--- config.mk ---
export PLATFORM = sky130hd
export DESIGN_NAME = hazard_scoreboard
export DESIGN_NICKNAME = d
export VERILOG_FILES = /design/src/rtl/hazard_scoreboard.sv
export SDC_FILE = /design/constraint.sdc
export NUM_CORES = 1
export LEC_CHECK = 0
export CAP_MARGIN = 20
export CORE_MARGIN = 1
export CORE_UTILIZATION = 35
export DETAILED_ROUTE_END_ITERATION = 6
export GPL_TIMING_DRIVEN = 0
export PLACE_DENSITY_LB_ADDON = 0.3
export SLEW_MARGIN = 20
export SYNTH_ARGS = -nofsm -noshare
export SYNTH_HDL_FRONTEND = slang
export SYNTH_SLANG_ARGS = --single-unit
--- constraint.sdc ---
create_clock -name clk_i -period 3.3 [get_ports clk_i]
set_clock_uncertainty 0.2 [all_clocks]
set_input_delay 0.33 -clock clk_i [delete_from_list [all_inputs] [get_ports clk_i]]
set_output_delay 0.33 -clock clk_i [all_outputs]
set_load 0.01 [all_outputs]
--- src/rtl/hazard_scoreboard.sv ---
// ---------------------------------------------------------------------------
// hazard_scoreboard
//   Hazard and forwarding controller for the in-order integer pipeline.
//   Tracks in-flight register writes in a shift register that mirrors the
//   ID/EX .. MEM/WB positions. It produces a combinational decode stall and
//   a registered forward select for each EX operand mux.
//
// Optional feature macro: HAZARD_SCOREBOARD_PERF_EN
//   When it is defined, the block adds the stall_cnt_o and fwd_cnt_o
//   performance counters.
//
// Ports
//   clk_i          clock
//   rstn_i         asynchronous reset, active low
//   issue_valid_i  decode holds a valid instruction
//   issue_rd_i     destination register
//   issue_rd_wr_i  the instruction writes rd
//   issue_lat_i    first position whose bus carries the result (ALU=2, load=3)
//   src_idx_i      source register indices, src0 in the LSBs
//   src_used_i     per-source "actually read" flags
//   flush_i        taken branch: kill the instruction in decode
//   hold_i         downstream stall: freeze all state
//   stall_o        hold fetch/decode this cycle (combinational)
//   fwd_sel_o      per-source select for the instruction in EX
//                  (0 = regfile, k = position-k bus)
//   stall_cnt_o    hazard stall cycles            (HAZARD_SCOREBOARD_PERF_EN)
//   fwd_cnt_o      accepted issues that forward   (HAZARD_SCOREBOARD_PERF_EN)
// ---------------------------------------------------------------------------
module hazard_scoreboard #(
   parameter  int NUM_STAGES = 3,
   parameter  int NUM_SRC    = 2,
   parameter  int REG_ADDR_W = 5,
   localparam int SEL_W      = $clog2(NUM_STAGES + 1)
) (
   input  logic                          clk_i,
   input  logic                          rstn_i,
   input  logic                          issue_valid_i,
   input  logic [REG_ADDR_W-1:0]         issue_rd_i,
   input  logic                          issue_rd_wr_i,
   input  logic [SEL_W-1:0]              issue_lat_i,
   input  logic [NUM_SRC*REG_ADDR_W-1:0] src_idx_i,
   input  logic [NUM_SRC-1:0]            src_used_i,
   input  logic                          flush_i,
   input  logic                          hold_i,
   output logic                          stall_o,
   output logic [NUM_SRC*SEL_W-1:0]      fwd_sel_o
`ifdef HAZARD_SCOREBOARD_PERF_EN
   ,
   output logic [31:0]                   stall_cnt_o,
   output logic [31:0]                   fwd_cnt_o
`endif
);

   // Only positions 1..NUM_STAGES-1 are stored. An entry that reaches
   // position NUM_STAGES can never cause a stall or a forward, because the
   // regfile is write-first. Dropping it gives the same behaviour as
   // retiring it.
   localparam int LAST = NUM_STAGES - 1;

   logic                  valid_q [1:LAST];
   logic                  valid_d [1:LAST];
   logic [REG_ADDR_W-1:0] rd_q    [1:LAST];
   logic [REG_ADDR_W-1:0] rd_d    [1:LAST];
   logic [SEL_W-1:0]      lat_q   [1:LAST];
   logic [SEL_W-1:0]      lat_d   [1:LAST];

   logic [NUM_SRC*SEL_W-1:0] fwd_sel_q;
   logic [NUM_SRC*SEL_W-1:0] fwd_sel_d;
   logic [NUM_SRC*SEL_W-1:0] sel_calc;
   logic [NUM_SRC-1:0]       src_stall;
   logic [SEL_W-1:0]         lat_clamped;
   logic                     hazard_stall;
   logic                     accept;

   // Clamp the requested latency into the range [2, NUM_STAGES].
   always_comb begin
      lat_clamped = issue_lat_i;
      if (int'(issue_lat_i) < 2) begin
         lat_clamped = SEL_W'(2);
      end else if (int'(issue_lat_i) > NUM_STAGES) begin
         lat_clamped = SEL_W'(NUM_STAGES);
      end
   end

   // Source lookup. Positions are scanned from oldest to youngest, and each
   // hit overwrites the previous result, so the youngest matching writer
   // decides the outcome. A producer seen at position p sits at p+1 by the
   // time the consumer reaches EX.
   always_comb begin
      sel_calc  = '0;
      src_stall = '0;
      for (int s = 0; s < NUM_SRC; s++) begin
         for (int p = LAST; p >= 1; p--) begin
            if (src_used_i[s] &&
                (src_idx_i[s*REG_ADDR_W +: REG_ADDR_W] != '0) &&
                valid_q[p] &&
                (rd_q[p] == src_idx_i[s*REG_ADDR_W +: REG_ADDR_W])) begin
               if ((p + 1) >= int'(lat_q[p])) begin
                  sel_calc[s*SEL_W +: SEL_W] = SEL_W'(p + 1);
                  src_stall[s]               = 1'b0;
               end else begin
                  sel_calc[s*SEL_W +: SEL_W] = '0;
                  src_stall[s]               = 1'b1;
               end
            end
         end
      end
   end

   // A flush overrides a hazard stall. A hold stalls decode unconditionally.
   assign hazard_stall = issue_valid_i & ~flush_i & (|src_stall);
   assign stall_o      = hold_i | hazard_stall;
   assign accept       = issue_valid_i & ~hazard_stall & ~flush_i & ~hold_i;

   // Next state. When accept is low, position 1 receives a bubble and EX
   // receives all-zero selects.
   always_comb begin
      valid_d[1] = accept & issue_rd_wr_i & (issue_rd_i != '0);
      rd_d[1]    = issue_rd_i;
      lat_d[1]   = lat_clamped;
      for (int p = 2; p <= LAST; p++) begin
         valid_d[p] = valid_q[p-1];
         rd_d[p]    = rd_q[p-1];
         lat_d[p]   = lat_q[p-1];
      end
      fwd_sel_d = accept ? sel_calc : '0;
   end

   always_ff @(posedge clk_i or negedge rstn_i) begin
      if (!rstn_i) begin
         for (int p = 1; p <= LAST; p++) begin
            valid_q[p] <= 1'b0;
            rd_q[p]    <= '0;
            lat_q[p]   <= '0;
         end
         fwd_sel_q <= '0;
      end else if (!hold_i) begin
         for (int p = 1; p <= LAST; p++) begin
            valid_q[p] <= valid_d[p];
            rd_q[p]    <= rd_d[p];
            lat_q[p]   <= lat_d[p];
         end
         fwd_sel_q <= fwd_sel_d;
      end
   end

   assign fwd_sel_o = fwd_sel_q;

`ifdef HAZARD_SCOREBOARD_PERF_EN
   logic [31:0] stall_cnt_q;
   logic [31:0] stall_cnt_d;
   logic [31:0] fwd_cnt_q;
   logic [31:0] fwd_cnt_d;

   // Both counters wrap naturally at 2^32.
   always_comb begin
      stall_cnt_d = stall_cnt_q;
      fwd_cnt_d   = fwd_cnt_q;
      if (!hold_i && hazard_stall) begin
         stall_cnt_d = stall_cnt_q + 32'd1;
      end
      if (accept && (|sel_calc)) begin
         fwd_cnt_d = fwd_cnt_q + 32'd1;
      end
   end

   always_ff @(posedge clk_i or negedge rstn_i) begin
      if (!rstn_i) begin
         stall_cnt_q <= '0;
         fwd_cnt_q   <= '0;
      end else begin
         stall_cnt_q <= stall_cnt_d;
         fwd_cnt_q   <= fwd_cnt_d;
      end
   end

   assign stall_cnt_o = stall_cnt_q;
   assign fwd_cnt_o   = fwd_cnt_q;
`endif

endmodule

==> results of run 1 <==
[final cells by class]
class | count | share of cell area [%]
Clock buffer | 4 | 2.59
Multi-Input combinational cell | 73 | 40.2
Tap cell | 31 | 2.77
Inverter | 1 | 0.268
Timing Repair Buffer | 29 | 20.7
Buffer | 2 | 1.25
Sequential cell | 18 | 32.2
[cell families after synthesis]
kind of cell              count (synthesis)  share of synthesized area [%]
and+or+nand+nor                          29                           15.8
muxes                                    11                           12.0
AOI/OAI and AO/OA                        13                           9.67
buffers and inverters                     3                           2.05
DFF                                      18                           43.5
xor gates and xnor gates                 20                           16.9
[registers in the layout, summed over array words and instances (netlist names)]
signal	count
valid_d	1
valid_q	1
rd_d	5
lat_d	2
rd_q	5
fwd_sel_o	4
[metrics by stage]
stage / worst slack, ns / power [mW] / cells / cell area, um^2
finish: 0.169 / 0.519 / 158 / 1400
global route: 0.0244 / 0.546 / 158 / 1400
CTS: 0.170 / 0.524 / 158 / 1400
detailed placement: 0.184 / 0.385 / 154 / 1360
global placement: 0.222 / 0.380 / 154 / 1360
floorplan: 1.32 / 0.327 / 94 / 1030
[worst paths after layout]
path	from	to	slack, ns	cells after the start
worst max-delay path	src_idx_i[7]	stall_o	0.17	7
worst min-delay path	rstn_i	fwd_sel_o[0]$_DFFE_PN0N_	0.29	1
worst max register to register	rd_d[4]$_DFFE_PN0N_	fwd_sel_o[1]$_DFFE_PN0N_	1.42	5
worst min register to register	lat_d[1]$_DFFE_PN0N_	lat_d[1]$_DFFE_PN0N_	0.29	1
max in group asynchronous	rstn_i	rd_d[3]$_DFFE_PN0N_	2.10	1
min in group clk_i	lat_d[1]$_DFFE_PN0N_	lat_d[1]$_DFFE_PN0N_	0.29	1
[power by group through the flow]
stage | clock [mW] | combinational (mW) | sequential (mW)
6_report | 0.140 | 0.119 | 0.261
5_1_grt | 0.153 | 0.129 | 0.264
4_1_cts | 0.143 | 0.120 | 0.261
3_5_place_dp | 0 | 0.120 | 0.265
3_3_place_gp | 0 | 0.115 | 0.264
2_1_floorplan | 0 | 0.0686 | 0.259
[layout by cell type (no fill, tap or decap)]
master | Yosys | final
clkbuf_8 | 1 | 2
nand2b_1 | 1 | 1
o31ai_1 | 3 | 3
o21ai_4 | 1 | 1
nand4_1 | 4 | 4
or3_4 | 2 | 2
clkdlybuf4s50_1 | 0 | 29
or4_1 | 1 | 1
nand2_1 | 12 | 12
xnor2_1 | 20 | 20
mux2_2 | 11 | 11
o211ai_1 | 2 | 2
o21ai_1 | 2 | 2
nor3_1 | 4 | 4
inv_1 | 1 | 1
or4_4 | 2 | 2
nor2_1 | 2 | 2
o21ai_2 | 1 | 1
a21oi_2 | 1 | 1
clkbuf_1 | 1 | 1
o21ai_0 | 2 | 2
nand3b_1 | 1 | 1
dfrtp_1 | 18 | 18
clkbuf_4 | 0 | 3
a31o_1 | 1 | 1
[worst max-delay path, stage by stage]
cell	delay (ns)
clkdlybuf4s50_1	0.60
xnor2_1	0.15
nand4_1	0.16
or3_4	0.42
a21oi_2	0.24
a31o_1	0.18
clkdlybuf4s50_1	0.53
[routing by layer]
layer	track usage, %	wire [um]
met2	28.2	1100
met5	0	0
met4	7.32	45
met1	18.6	1010
met3	2.07	57
==> reports/metrics.yaml, run 1 <==
syn_avg_cell_area_um2: 11.0
boundaryPins: 30
fp.dieH_um: 56.4
cts_setup_buffers: 0
hold_viol: 0
antenna_left: 0
grt_pass1_wl_um: 3880
outcome: "completed"
maxCapViolations: 0
cts_root_buffer: "clkbuf_4"
p_leak_nw: 0.500
arrival_ns: 2.60
crit_fanout: 4
rsz0062_at_grt: "no"
clock.fmax_ghz: 0.319
synth_edf_count: 0
maxSlewViolCount: 0
yosysTopAreaCell: "dfrtp_1"
core-area_mm2: 0.00278
die_w_um: 56.4
synth_top_area_share_pct: 43.5
yosys_warnings: 0
tns_ns: 0
path_clk_slew_ns: 0.11
path_class: "in -> out"
portBuffers: 29
syn_inst: 94
synth_area_leaders: "dfrtp_1 44%, xnor2_1 17%, mux2_2 12%, nand2_1 4.4%, nand4_1 2.4%"
yosysMostFrequentCell: "xnor2_1"
final_util_pct: 50.3
drive_above_1_share_pct: 18.1
routed_wl_um: 2210
antenna_found_initial: 0
row_count: 19
n_antenna_cell: 0
drt-initial-drc-count: 24
clock_latency_ns: 0.30
tritoncts: "done"
worst_pin_slew_ns: 0.825
cts_buffer_depth: 2
drt_pass1_iterations: 4
switchingPower_mw: 0.140
synth_nets: 119
place.gp.congestion: 0.883
start_util_pct: 37.2
pwr-share-seq_pct: 50.2
min_path_type: "in -> async"
route.vias.total: 830
fin_crit_sh_pct: 94.9
die_area_mm2: 0.00318
synth_flop_cell: "dfrtp_1"
grt_pass1_vias: 858
p_int_mw: 0.380
synth_common_cells: "20 x xnor2_1, 18 x dfrtp_1, 12 x nand2_1"
syn_to_final_growth_pct: 35.3
ir_drop_mv: 0.181
ys_seq_area_share_pct: 43.5
htree_levels: 1
setup_violations: 0
layout.nets: 153
dpl.hpwl_um: 1790
postSynth.asyncResetShare_pct: 100
critPathRequiredTime_ns: 2.77
grt_overflow: 0
grtUsageTotal_pct: 15.8
synth_cell_types: 23
power.density_mw_per_mm2: 371
p_sw_share_pct: 26.9
startpoint_type: "primary input"
routedWlPerCell_um: 14.0
via_per_inst: 5.25
hold_buffers: 0
fillers: 260
comb_power_share_pct: 22.8
cts-buffers-inserted: 3
syn_area_mm2: 0.00103
post_cts_resized: 0
multiInputGateArea_um2: 563
period_minus_slack_ns: 3.13
end_kind: "output pin"
synth_seq_cells: 18
hold_slack_ns: 0.286
relSlewSlack_pct: 44.8
power.share.clock_pct: 27.0
regArea_um2: 450
drc: 0
cts_sinks: 18
grt_max_degree: 19
Note: power is estimated with default switching activity, not from simulation.
==> inputs of run 2 (changes only) <==
TNS_END_PERCENT = 10   (was not set)
==> results of run 2 <==
Final layout, timing and power as in run 1 (identical DEF).
